### config.mk
export PLATFORM = sky130hd
export DESIGN_NAME = keyboard_scan_decoder_flat
export DESIGN_NICKNAME = d
export VERILOG_FILES = /design/src/rtl/keyboard_scan_decoder_if.sv /design/src/rtl/keyboard_scan_decoder.sv /design/src/flat_wrapper.sv
export SDC_FILE = /design/constraint.sdc
export NUM_CORES = 1
export LEC_CHECK = 0
export BUFFER_PORTS_ARGS = -buffer_cell sky130_fd_sc_hd__buf_2
export CELL_PAD_IN_SITES_DETAIL_PLACEMENT = 0
export CELL_PAD_IN_SITES_GLOBAL_PLACEMENT = 1
export CORE_MARGIN = 5
export CORE_UTILIZATION = 23
export DETAILED_ROUTE_END_ITERATION = 16
export PLACE_DENSITY_LB_ADDON = 0.1
export SLEW_MARGIN = 20
export SYNTH_ARGS = -nofsm -noshare
export SYNTH_HDL_FRONTEND = slang
export SYNTH_SLANG_ARGS = --single-unit
export TNS_END_PERCENT = 30
### constraint.sdc
create_clock -name clock -period 3.1 [get_ports clock]
set_input_delay 0.465 -clock clock [delete_from_list [all_inputs] [get_ports clock]]
set_output_delay 0.465 -clock clock [all_outputs]
set_load 0.1 [all_outputs]
### src/rtl/keyboard_scan_decoder_if.sv
// Byte-stream input and held-key outputs of the PS/2 scan-code decoder.
interface keyboard_scan_decoder_if;
  logic [7:0] ps2_key_data;
  logic       ps2_key_pressed;
  logic [7:0] keyboard_data;
  logic       key_left;
  logic       key_right;
  logic       key_up;
  logic       key_space;
  logic       key_changed;

  modport master (
    output ps2_key_data, ps2_key_pressed,
    input  keyboard_data, key_left, key_right, key_up, key_space, key_changed
  );

  modport slave (
    input  ps2_key_data, ps2_key_pressed,
    output keyboard_data, key_left, key_right, key_up, key_space, key_changed
  );
endinterface

### src/rtl/keyboard_scan_decoder.sv
// Turns the PS/2 scan-code byte stream into held-key flags and a single
// active-key code that stays stable while the key is held.
module keyboard_scan_decoder #(
  parameter int PREFIX_TIMEOUT = 2_500_000,
  parameter int TO_WIDTH       = 22,
  parameter bit ACCEPT_KEYPAD  = 1'b1
) (
  input logic                    clock,
  input logic                    reset,
  keyboard_scan_decoder_if.slave bus
);

  typedef enum logic [1:0] {IDLE, EXT, BRK, EXT_BRK} state_t;

  localparam logic [TO_WIDTH-1:0] TO_LAST = TO_WIDTH'(PREFIX_TIMEOUT - 1);
  localparam logic [TO_WIDTH-1:0] TO_MAX  = '1;

  state_t              state;
  state_t              state_nxt;
  logic [TO_WIDTH-1:0] to_cnt;
  logic [3:0]          held;
  logic [3:0]          held_nxt;
  logic [7:0]          kd;
  logic [7:0]          kd_nxt;
  logic                chg;
  logic                do_make;
  logic                do_break;
  logic                is_ext;
  logic [3:0]          hit;

  // Held-bit order: 0 Left, 1 Right, 2 Up, 3 Space.
  function automatic logic [3:0] key_of(input logic [7:0] code, input logic ext);
    logic [3:0] k;
    k = '0;
    case (code)
      8'h6B:   k[0] = ext | ACCEPT_KEYPAD;
      8'h74:   k[1] = ext | ACCEPT_KEYPAD;
      8'h75:   k[2] = ext | ACCEPT_KEYPAD;
      8'h29:   k[3] = ~ext;
      default: k = '0;
    endcase
    return k;
  endfunction

  function automatic logic [7:0] code_of(input logic [3:0] k);
    if (k[0])      return 8'h6B;
    else if (k[1]) return 8'h74;
    else if (k[2]) return 8'h75;
    else if (k[3]) return 8'h29;
    else           return 8'h00;
  endfunction

  function automatic logic [7:0] fallback(input logic [3:0] h);
    if (h[1])      return 8'h74;
    else if (h[0]) return 8'h6B;
    else if (h[2]) return 8'h75;
    else if (h[3]) return 8'h29;
    else           return 8'h00;
  endfunction

  function automatic logic ignored(input logic [7:0] code);
    return code inside {8'hFA, 8'hAA, 8'hFE, 8'hEE, 8'h00, 8'hFF};
  endfunction

  always_ff @(posedge clock) begin
    if (reset) begin
      state  <= IDLE;
      to_cnt <= '0;
      held   <= '0;
      kd     <= '0;
      chg    <= 1'b0;
    end else begin
      state <= state_nxt;
      held  <= held_nxt;
      kd    <= kd_nxt;
      chg   <= (kd_nxt != kd);
      if (bus.ps2_key_pressed)
        to_cnt <= '0;
      else if (state != IDLE && to_cnt != TO_MAX)
        to_cnt <= to_cnt + TO_WIDTH'(1);
    end
  end

  always_comb begin
    state_nxt = state;
    do_make   = 1'b0;
    do_break  = 1'b0;
    is_ext    = 1'b0;
    if (bus.ps2_key_pressed) begin
      case (state)
        IDLE: begin
          if (bus.ps2_key_data == 8'hE0)      state_nxt = EXT;
          else if (bus.ps2_key_data == 8'hF0) state_nxt = BRK;
          else                                do_make = ~ignored(bus.ps2_key_data);
        end
        EXT: begin
          if (bus.ps2_key_data == 8'hF0)      state_nxt = EXT_BRK;
          else if (bus.ps2_key_data != 8'hE0) begin
            do_make   = 1'b1;
            is_ext    = 1'b1;
            state_nxt = IDLE;
          end
        end
        BRK: begin
          if (bus.ps2_key_data == 8'hE0) state_nxt = EXT_BRK;
          else begin
            do_break  = 1'b1;
            state_nxt = IDLE;
          end
        end
        default: begin
          do_break  = 1'b1;
          is_ext    = 1'b1;
          state_nxt = IDLE;
        end
      endcase
    end else if (state != IDLE && to_cnt == TO_LAST) begin
      // Abandon a dangling prefix; held keys are left alone.
      state_nxt = IDLE;
    end

    hit      = key_of(bus.ps2_key_data, is_ext);
    held_nxt = held;
    kd_nxt   = kd;
    if (do_make && hit != '0) begin
      held_nxt = held | hit;
      kd_nxt   = code_of(hit);
    end
    if (do_break && hit != '0) begin
      held_nxt = held & ~hit;
      if (kd == code_of(hit)) kd_nxt = fallback(held & ~hit);
    end
  end

  assign bus.keyboard_data = kd;
  assign bus.key_left      = held[0];
  assign bus.key_right     = held[1];
  assign bus.key_up        = held[2];
  assign bus.key_space     = held[3];
  assign bus.key_changed   = chg;

endmodule

### src/flat_wrapper.sv
// flat-port wrapper written by rule: the top's interface ports become plain ports
module keyboard_scan_decoder_flat 
#(
  parameter int PREFIX_TIMEOUT = 2_500_000,
  parameter int TO_WIDTH       = 22,
  parameter bit ACCEPT_KEYPAD  = 1'b1
)
  (clock, reset, bus_ps2_key_data, bus_ps2_key_pressed, bus_keyboard_data, bus_key_left, bus_key_right, bus_key_up, bus_key_space, bus_key_changed);
  keyboard_scan_decoder_if bus_i ();
  input logic clock;
  input logic reset;
  input wire logic [$bits(bus_i.ps2_key_data)-1:0] bus_ps2_key_data;
  input wire logic [$bits(bus_i.ps2_key_pressed)-1:0] bus_ps2_key_pressed;
  output wire logic [$bits(bus_i.keyboard_data)-1:0] bus_keyboard_data;
  output wire logic [$bits(bus_i.key_left)-1:0] bus_key_left;
  output wire logic [$bits(bus_i.key_right)-1:0] bus_key_right;
  output wire logic [$bits(bus_i.key_up)-1:0] bus_key_up;
  output wire logic [$bits(bus_i.key_space)-1:0] bus_key_space;
  output wire logic [$bits(bus_i.key_changed)-1:0] bus_key_changed;
  assign bus_i.ps2_key_data = bus_ps2_key_data;
  assign bus_i.ps2_key_pressed = bus_ps2_key_pressed;
  assign bus_keyboard_data = bus_i.keyboard_data;
  assign bus_key_left = bus_i.key_left;
  assign bus_key_right = bus_i.key_right;
  assign bus_key_up = bus_i.key_up;
  assign bus_key_space = bus_i.key_space;
  assign bus_key_changed = bus_i.key_changed;
  keyboard_scan_decoder #(.PREFIX_TIMEOUT(PREFIX_TIMEOUT), .TO_WIDTH(TO_WIDTH), .ACCEPT_KEYPAD(ACCEPT_KEYPAD)) u_core (.clock(clock), .reset(reset), .bus(bus_i));
endmodule
; Word level (Yosys, flattened, before mapping)
; Index checks and enable logic that the tools add are counted.
[word_totals]
register_bits = 37
in_bits = 11
wordCells = 83
[classes]
add_sub_neg = 1
n_eq_ne = 20
n_mux = 37
bitwise = 5
reduce_logical = 15
[op_table]
columns = operator, count
row1 = 8-bit 2-to-1 mux, 10
row2 = 8-bit == test (second input constant), 7
row3 = 8-bit by 7-bit == test with 1-bit output (second input constant), 3
row4 = 22-bit by 1-bit adder with 22-bit output (second input constant), 1
row5 = 22-bit == test (second input constant), 1
row6 = 22-bit != test (second input constant), 1
row7 = 2-bit 2-to-1 mux, 7
row8 = 1-bit 2-to-1 mux, 12
row9 = 6-bit 2-to-1 mux, 2
row10 = 8-bit by 6-bit == test with 1-bit output (second input constant), 1
row11 = 8-bit == test, 1
row12 = 8-bit zero test, 1
row13 = 4-bit 2-to-1 mux, 2
row14 = 4-bit by 2-bit != test with 1-bit output (second input constant), 2
row15 = 8-bit != test, 1
row16 = 8-bit != test (second input constant), 1
row17 = 1-bit case mux with 2 select lines, 3
row18 = 2-bit case mux with 3 select lines, 1
row19 = 2-bit nonzero test, 3
row20 = 6-bit nonzero test, 1
row21 = 2-bit OR reduction, 3
row22 = 4-bit bitwise AND, 1
row23 = 1-bit logical AND, 4
row24 = 4-bit inverter, 1
row25 = other kinds (7), 8

; Logic depth before layout (Yosys ltp)
; Gate-level depths: netlist of run 1.
[depth]
ltp_word = 16
depth_mapped = 10

; Least setup slack after synthesis of run 1
; Ideal clock, no wire load.
[synth_path]
path_type = input port to flip-flop
start = in bus_ps2_key_data[2]
end = reg u_core.chg (netlist: u_core.bus.key_changed)
setup_ps = 133
arrival_ps = 2565
t_required_ps = 2967
path_slack_ps = 402
stages = 9
n_path_buf = 1
cell_sequence = buf_2 > nor4bb_1 > a211oi_2 > nor3_4 > a31oi_1 > a211oi_2 > mux2_2 > xnor2_1 > a31oi_1
[synth_between]
elab_chain_cells = 16
[synth_lines]
columns = element, line_no
row1 = "start, declared", flat_wrapper.sv:12  ; input wire logic [$bits(bus_i.ps2_key_data)-1:0] bus_ps2_key_data;
row2 = 8-bit != test, keyboard_scan_decoder.sv:98  ; else if (bus.ps2_key_data != 8'hE0) begin
row3 = 1-bit 2-to-1 mux, keyboard_scan_decoder.sv:98
row4 = 1-bit 2-to-1 mux, keyboard_scan_decoder.sv:97  ; if (bus.ps2_key_data == 8'hF0) state_nxt = EXT_BRK;
row5 = 1-bit case mux with 2 select lines, keyboard_scan_decoder.sv:90  ; case (state)
row6 = 1-bit 2-to-1 mux, keyboard_scan_decoder.sv:89  ; if (bus.ps2_key_pressed) begin
row7 = 1-bit inverter, keyboard_scan_decoder.sv:39  ; 8'h29: k[3] = ~ext;
row8 = 1-bit 2-to-1 mux, keyboard_scan_decoder.sv:35  ; case (code)
row9 = 6-bit 2-to-1 mux / 4-bit inverter (equally long branches), "keyboard_scan_decoder.sv:49, keyboard_scan_decoder.sv:131"
row10 = 8-bit 2-to-1 mux / 4-bit bitwise AND (equally long branches), "keyboard_scan_decoder.sv:48, keyboard_scan_decoder.sv:131"
row11 = 8-bit 2-to-1 mux / 6-bit 2-to-1 mux (equally long branches), "keyboard_scan_decoder.sv:47, keyboard_scan_decoder.sv:57"
row12 = 8-bit 2-to-1 mux (on tied branches), "keyboard_scan_decoder.sv:46, keyboard_scan_decoder.sv:56"
row13 = 8-bit 2-to-1 mux (on tied branches), "keyboard_scan_decoder.sv:129, keyboard_scan_decoder.sv:55"
row14 = 8-bit == test / 8-bit 2-to-1 mux (equally long branches), "keyboard_scan_decoder.sv:131, keyboard_scan_decoder.sv:54"
row15 = 8-bit 2-to-1 mux, keyboard_scan_decoder.sv:131  ; if (kd == code_of(hit)) kd_nxt = fallback(held & ~hit);
row16 = 8-bit 2-to-1 mux *, keyboard_scan_decoder.sv:129  ; if (do_break && hit != '0) begin
row17 = 8-bit != test *, keyboard_scan_decoder.sv:76  ; chg <= (kd_nxt != kd);
row18 = "end signal, assigned", keyboard_scan_decoder.sv:76
row19 = "end, declared", keyboard_scan_decoder.sv:25  ; logic chg;
; Mark *: on every way between the ends. The rest lies on a longest branch, timed or not. The select of a mux whose other input is x is not followed.
; A chain may end at the register's enable or synchronous reset.

; Worst setup path in the final report of run 1
[layout_path]
start = in bus_ps2_key_data[1]
end = reg u_core.chg (netlist: u_core.bus.key_changed)
; Same word-level chain as after synthesis.

==> impl_metrics.ini, run 1 <==
[yosys]
ys_warn_count = 0
synth-edff-count = 0
synth_top_area_frac = 0.337
synthArstFlopShare = 0
ys_seq_elements = 37
synth_nets = 281
synth_top_area_cell = dfxtp_1
syn_area_mm2 = 0.00220
seq_area_frac_synth = 0.337
avgSynthCellArea_um2 = 8.18
synth.distinct_cells = 56
synth.area.top_cells = dfxtp_1 34%, xor2_1 6.4%, nor2_1 6.3%, a21oi_1 3.6%, nand2_1 3.4%
synthFlopType = dfxtp_1
synth_cells = 269

[cells_and_area]
final_nets = 308
n_fill_cell = 1039
design_area_mm2 = 0.00259
syn2layout_area_growth_pct = 17.8
drive_above_1_share = 0.199
final_cell_mix = 37 x nor2_1, 37 x dfxtp_1, 23 x buf_2, 20 x nand2_1
n_antenna_cell = 0

[placed_design]
gp_congestion = 0.760
placed_cell_area_mm2 = 0.00250
portBuffers = 23
dp_hpwl_mm = 4.73

[timing]
rsz0062_at_grt = false
fmax_mhz = 381
worstMarginPinSlew_ns = 0.704
drv_slew = 0
relSlewSlack = 0.526
min_period_over_period = 0.846
hold_violations = 0
finalSetupTns_ns = 0
skew_ns = 0.00581
setup_viol = 0
period_needed_ns = 2.62

[pwr]
p_leak_nw = 0.920
p_per_area_mw_per_mm2 = 352
vdd.ir_drop.worst_mv = 0.129

[detailed_routing]
vias = 2044
wl_per_cell_um = 15.0
viasPerCell = 4.80
wl_mm = 6.38
dr.pass1.iters = 4
drc = 0
ant_nets = 0
drt_iter0_drc = 75

[hold_path]
hp-class = register to register

[die]
die_h_um = 108
dieArea_mm2 = 0.0116
fp-row-count = 35
io_pins = 24
core_mm2 = 0.00928
initial_core_util = 0.237
dieWidth_um = 108

[critical_path]
arrival_ns = 2.80
cp-start-kind = input port
endpoint_kind = register
timing.setup.critical_path_class = input port to register
cp_max_fo = 8
crit_required_ns = 3.27

[clock_network]
clockRootBuffer = clkbuf_8
cts.sinks = 37
cts_hold_buf = 0
cts_max_path_buffers = 2
path_clk_slew_ns = 0.08
htreeDepth = 2
cts_setup_buffers = 0
cts_buffers = 5
cts_tree = done
clkLatencyLatePin_ns = 0.29
cts_resized = 0

[grt]
grt_max_degree = 23
overflow = 0
grt_usage = 0.113
grt_pass1_vias = 2068
antenna_found_initial = 0
grt_pass1_wl_mm = 10.5

[flow_run]
max_cap_viol_count = 0

[run_status]
status = finished clean
==> path summary, 6_finish.rpt <==
path / end / slack (ns) / start / cells after the start
worst max-delay path: u_core.bus.key_changed / 0.48 / bus_ps2_key_data[1] / 9
worst max register to register: u_core.bus.key_changed / 0.53 / u_core.state[1] / 8
worst min-delay path: u_core.bus.keyboard_data[7] / 0.51 / u_core.bus.keyboard_data[7] / 1
worst min register to register: u_core.bus.keyboard_data[7] / 0.51 / u_core.bus.keyboard_data[7] / 1
==> per-stage QoR <==
step / setup WS [ns] / hold WS, ns / power, mW / std cells / util
floorplan: 0.402 / 0.476 / 0.525 / 269 / -
global placement: 0.187 / 0.489 / 0.553 / 418 / 0.269
detailed placement: 0.167 / 0.496 / 0.552 / 418 / 0.269
CTS: 0.488 / 0.509 / 0.933 / 426 / 0.279
global route: 0.286 / 0.545 / 0.959 / 426 / 0.279
finish: 0.478 / 0.506 / 0.912 / 426 / 0.279
==> Yosys cell counts, types with 2 or more instances <==
| library cell | instances |
|---|---|
| a211o_1 | 2 |
| a211oi_1 | 6 |
| a211oi_2 | 2 |
| a21oi_1 | 16 |
| a221oi_1 | 3 |
| a31oi_1 | 7 |
| and2_1 | 2 |
| and3_1 | 11 |
| and4_1 | 2 |
| buf_2 | 3 |
| clkbuf_1 | 8 |
| dfxtp_1 | 37 |
| inv_1 | 5 |
| mux2_2 | 4 |
| mux2i_1 | 2 |
| nand2_1 | 20 |
| nand3_1 | 13 |
| nand4_1 | 8 |
| nand4b_1 | 2 |
| nor2_1 | 37 |
| nor2b_1 | 4 |
| nor3_1 | 3 |
| nor3b_1 | 2 |
| nor4b_1 | 3 |
| o21ai_0 | 8 |
| o21ai_2 | 2 |
| o22ai_1 | 2 |
| o31ai_1 | 2 |
| or3_1 | 2 |
| or4_1 | 3 |
| xnor2_1 | 8 |
| xor2_1 | 16 |
==> cells by family after synthesis <==
group,Yosys count,share of synthesized area
compound gates,58,0.183
xor+xnor,24,0.0955
fa+ha+maj,1,0.00568
buf+inv,17,0.0307
flops,37,0.337
mux,6,0.0296
simple gates,126,0.319
==> critical path: stages <==
cell     delay (ns)
buf_2          0.15
or4b_4         0.56
or2_4          0.28
o21ai_2        0.16
nand3_2        0.12
or3b_1         0.39
a22o_1         0.19
o41ai_2        0.35
a31oi_1        0.12
==> report_power, final <==
part	leakage, nW	switching (mW)	total, mW	internal (mW)
clock network	0.0512	0.190	0.371	0.181
logic	0.571	0.0442	0.0639	0.0196
registers	0.298	0.00123	0.477	0.476
==> cell type report <==
cell class | count | area [um2] | area share
Clock buffer | 6 | 82.6 | 0.0319
Clock inverter | 2 | 13.8 | 0.00531
Inverter | 5 | 18.8 | 0.00724
Multi-Input combinational cell | 215 | 1390 | 0.537
Sequential cell | 37 | 741 | 0.286
Tap cell | 129 | 161 | 0.0623
Timing Repair Buffer | 32 | 183 | 0.0705
==> metal layers <==
metal	GRT usage	wire length (um)	up-vias
li1	-	-	1042
met1	0.137	2930	961
met2	0.198	3100	32
met3	0.0240	219	9
met4	0.0406	125	0
met5	0	0	-
Power figures use the tool's default switching activity.
==> inputs of run 2 (changes only) <==
clock period = 2.4 ns   (was 3.1 ns; I/O delays follow)
==> run 2 against run 1 <==
Compared with the run above: global-route usage up 0.71 points; sequential power up 29%; clock power up 84%; first-iteration DRC count up 17%; routed wire length up 4.6%; clock skew up 0.0056 ns; setup slack worse by 0.41 ns; non-clock buffer count up 42; register-to-register slack worse by 0.38 ns; critical endpoint unchanged.
==> impl_metrics.ini, run 2 (synthesized netlist as in run 1, its figures left out) <==
[pwr]
p_leak_nw = 1.17
vdd.ir_drop.worst_mv = 0.204
power_mw = 1.41
p_per_area_mw_per_mm2 = 467

[flow_run]
max_cap_viol_count = 0

[critical_path]
reg2reg_depth = 10
cp_slowest_stage_delay_ns = 0.57
r2r-end = u_core.bus.key_changed
crit_chain = buf_2 > or4b_4 > or2_4 > o21ai_2 > nand3_2 > or3b_1 > a22o_1 > o41ai_2 > a31oi_1
crit_required_ns = 2.57
r2r_slack_ns = 0.15
arrival_ns = 2.50
crit_end = u_core.bus.key_changed
cp_max_fo = 5
cp-start-kind = input port
timing.setup.critical_path_class = input port to register
r2r-start = u_core.state[1]
cp-startpoint = bus_ps2_key_data[1]
endpoint_kind = register
cp_slowest_cell = or4b_4

[detailed_routing]
drc = 0
wl_per_cell_um = 14.3
vias = 2218
ant_nets = 0
dr.pass1.iters = 4
wl_mm = 6.67
drt_iter0_drc = 88
viasPerCell = 4.74

[clock_network]
cts.sinks = 37
clkLatencyLatePin_ns = 0.30
cts_buffers = 5
htreeDepth = 2
clockRootBuffer = clkbuf_8
cts_tree = done
cts_max_path_buffers = 2
cts_setup_buffers = 0
path_clk_slew_ns = 0.08

[grt]
grt_pass1_vias = 2194
grt_pass1_wl_mm = 11.3
antenna_found_initial = 0
grt_max_degree = 23
overflow = 0
grt_usage = 0.121

[placed_design]
gp_congestion = 0.826
placed_cell_area_mm2 = 0.00288
portBuffers = 23
dp_hpwl_mm = 5.23
placed_cells = 460

[cells_and_area]
drive_above_1_share = 0.322
n_antenna_cell = 0
final_cell_mix = 51 x buf_4, 36 x nor2_1, 36 x dfxtp_1, 23 x buf_2, 20 x nand2_1
post-route-util = 0.325
final_common_cell = buf_4
design_area_mm2 = 0.00302
fin_cells = 468
n_fill_cell = 1019
final_nets = 350
syn2layout_area_growth_pct = 37.2

[die]
io_pins = 24
initial_core_util = 0.237
core_mm2 = 0.00928
fp-row-count = 35
dieWidth_um = 108
die_h_um = 108
dieArea_mm2 = 0.0116

[timing]
finalSetupTns_ns = 0
worstMarginPinSlew_ns = 0.541
period_needed_ns = 2.33
fmax_mhz = 429
relSlewSlack = 0.635
setup_viol = 0
hold_violations = 0
drv_slew = 0
skew_ns = 0.0114
rsz0062_at_grt = true
min_period_over_period = 0.972

[hold_path]
hp-class = input port to register

[run_status]
status = finished clean
## run 2: cell type report
cell class | instances | area [um2] | area share
repair buffers | 74 | 498 | 0.165
well taps | 129 | 161 | 0.0534
clock buffers | 5 | 68.8 | 0.0228
flip-flops and latches | 37 | 742 | 0.246
inverters | 5 | 18.8 | 0.00621
clock inverters | 3 | 68.8 | 0.0228
multi-input cells | 215 | 1460 | 0.484
## run 2: report_power, final
part | internal [mW] | switching, mW
combinational | 0.0470 | 0.0662
clock | 0.419 | 0.263
sequential | 0.614 | 0.00148
total | 1.08 | 0.330
## run 2: metrics by stage
step	hold WS, ns	worst slack [ns]
after global routing	0.483	-0.0174
after floorplan	0.431	-0.0191
after detailed placement	0.483	-0.258
final	0.467	0.0664
after CTS	0.446	0.0697
after global placement	0.476	-0.225
## run 2: how the worst min path moves through the flow
stage / startpoint / endpoint / slack, ns / cells after the start
6_report: reset / u_core.bus.keyboard_data[2] / 0.47 / 2
4_1_cts: reset / u_core.bus.keyboard_data[2] / 0.45 / 2
3_3_place_gp: u_core.bus.keyboard_data[7] / u_core.bus.keyboard_data[7] / 0.48 / 1
2_1_floorplan: reset / u_core.bus.keyboard_data[3] / 0.43 / 1
5_1_grt: reset / u_core.bus.keyboard_data[2] / 0.48 / 2
3_5_place_dp: u_core.bus.keyboard_data[7] / u_core.bus.keyboard_data[7] / 0.48 / 1
## run 2: worst max-delay path, delay by kind of cell
kind                   cells  cell delay (ns)
AO/OA/AOI/OAI              4             0.75
buffers and inverters      1             0.12
AND/OR/NAND/NOR            4             1.26
## run 2: routing by layer
| layer | track usage | vias up | wire [um] |
|---|---|---|---|
| met4 | 0.0243 | 0 | 31 |
| met3 | 0.0228 | 2 | 240 |
| met1 | 0.181 | 1060 | 3580 |
| met5 | 0 | - | 0 |
| li1 | - | 1123 | - |
| met2 | 0.177 | 33 | 2820 |
## run 2: repair_timing
item                                    4_1_cts  5_1_grt
gates resized for setup                       0        1
endpoints found under the setup margin        0        3
hold buffers                                  0        0
==> inputs of run 3 (changes only) <==
==> constraint.sdc (replaced) <==
create_clock -name clock -period 2.4 [get_ports clock]
set_input_delay 0.36 -clock clock [delete_from_list [all_inputs] [get_ports clock]]
set_output_delay 0.36 -clock clock [all_outputs]
set_load 0.005 [all_outputs]
==> run 3 against run 2 <==
Compared with the run above: clock-buffer cell count unchanged; critical path depth unchanged; hold slack worse by 0.018 ns; die area is the same; total power shrank 1.1%; register-to-register slack got worse by 0.10 ns; first-iteration DRC count shrank 15%; combinational power shrank 9.7%.
==> impl_metrics.ini, run 3 (synthesized netlist as in run 1, its figures left out) <==
[run_status]
status = finished clean

[cells_and_area]
final_common_cell = buf_4
syn2layout_area_growth_pct = 37.9
final_cell_mix = 50 x buf_4, 37 x nor2_1, 36 x dfxtp_1, 23 x buf_2, 20 x nand2_1
drive_above_1_share = 0.330
final_nets = 350
n_antenna_cell = 0

[timing]
setup_slack_ns = 0.0268
hold_ws_ns = 0.449
drv_slew = 0
period_needed_ns = 2.37
skew_ns = 0.00688
relSlewSlack = 0.763
min_period_over_period = 0.989
rsz0062_at_grt = true
worstMarginPinSlew_ns = 0.351
setup_viol = 0
hold_violations = 0
fmax_mhz = 421

[clock_network]
htreeDepth = 2
path_clk_slew_ns = 0.08
cts.sinks = 37
cts_tree = done
clockRootBuffer = clkbuf_8
clkLatencyLatePin_ns = 0.30
cts_hold_buf = 0
cts_max_path_buffers = 2
cts_buffers = 5

[pwr]
p_leak_nw = 1.17
power_mw = 1.39
p_per_area_mw_per_mm2 = 460
vdd.ir_drop.worst_mv = 0.200

[detailed_routing]
wl_mm = 6.71
dr.pass1.iters = 4
ant_nets = 0
viasPerCell = 4.72
vias = 2210
wl_per_cell_um = 14.3
drc = 0
drt_iter0_drc = 75

[die]
fp-row-count = 35
die_h_um = 108
dieWidth_um = 108
dieArea_mm2 = 0.0116
core_mm2 = 0.00928
initial_core_util = 0.237
io_pins = 24

[grt]
grt_pass1_wl_mm = 11.5
grt_usage = 0.123
grt_pass1_vias = 2280
grt_max_degree = 23
antenna_found_initial = 0
overflow = 0

[critical_path]
cp_max_fo = 8
cp-start-kind = input port
endpoint_kind = register
timing.setup.critical_path_class = input port to register
arrival_ns = 2.55
crit_required_ns = 2.57

[placed_design]
dp_hpwl_mm = 5.18
dp_slack_ns = -0.272
portBuffers = 23
gp_congestion = 0.795

[hold_path]
hp-class = input port to register

[flow_run]
max_cap_viol_count = 0
## run 3: cell counts in the layout (fill, tap and decap cells not counted)
No cell type changed its count.
## run 3: power by group
part	switching [mW]	total (mW)	internal (mW)
logic	0.0560	0.102	0.0456
registers	0.00148	0.616	0.614
clock network	0.259	0.677	0.419
total	0.316	1.39	1.08
## run 3: layer usage
metal | vias to the layer above | GRT usage | share of wire | wire (um)
met5 | - | 0 | 0 | 0
met4 | 0 | 0.0379 | 0.018 | 121
met3 | 9 | 0.0252 | 0.034 | 230
met2 | 35 | 0.214 | 0.49 | 3260
met1 | 1039 | 0.151 | 0.46 | 3100
li1 | 1127 | - | - | -
## run 3: final timing paths
path	slack, ns	depth (start not counted)	start	to
worst min-delay path	0.45	2	reset	u_core.state[1]
worst max register to register	0.05	11	u_core.state[1]	u_core.bus.key_changed
worst min register to register	0.50	1	u_core.bus.keyboard_data[7]	u_core.bus.keyboard_data[7]
worst max-delay path	0.03	9	bus_ps2_key_data[1]	u_core.bus.key_changed
## run 3: worst max-delay path, cell delays in order
cell and delay (ns):
buf_2 0.15, or4b_4 0.55, or2_4 0.27, o21ai_4 0.16, nand3_2 0.09, or3b_1 0.36, a22o_1 0.20, o41ai_2 0.28
a31oi_1 0.11
## run 3: area by class of cell
| type | count | area (um2) |
|---|---|---|
| Multi-Input combinational cell | 215 | 1470 |
| Clock buffer | 5 | 68.8 |
| Sequential cell | 37 | 742 |
| Clock inverter | 3 | 68.8 |
| Timing Repair Buffer | 74 | 502 |
| Inverter | 5 | 18.8 |
| Fill cell | 1034 | 6250 |
| Tap cell | 129 | 161 |
## run 3: what timing repair did
action | 4_1_cts | 5_1_grt
resized for setup | 1 | 11
endpoints found under the setup margin | 1 | 5
pin swaps | 0 | 5
setup buffers | 0 | 1
## run 3: stage by stage
step,instances,setup TNS [ns],utilization,cell area [um2]
after floorplan,269,-0.0774,-,2220
final,468,0,0.327,3030
after global placement,459,-0.623,0.304,2830
after CTS,467,0,0.320,2970
after detailed placement,459,-0.739,0.304,2830
after global routing,468,-0.137,0.327,3030
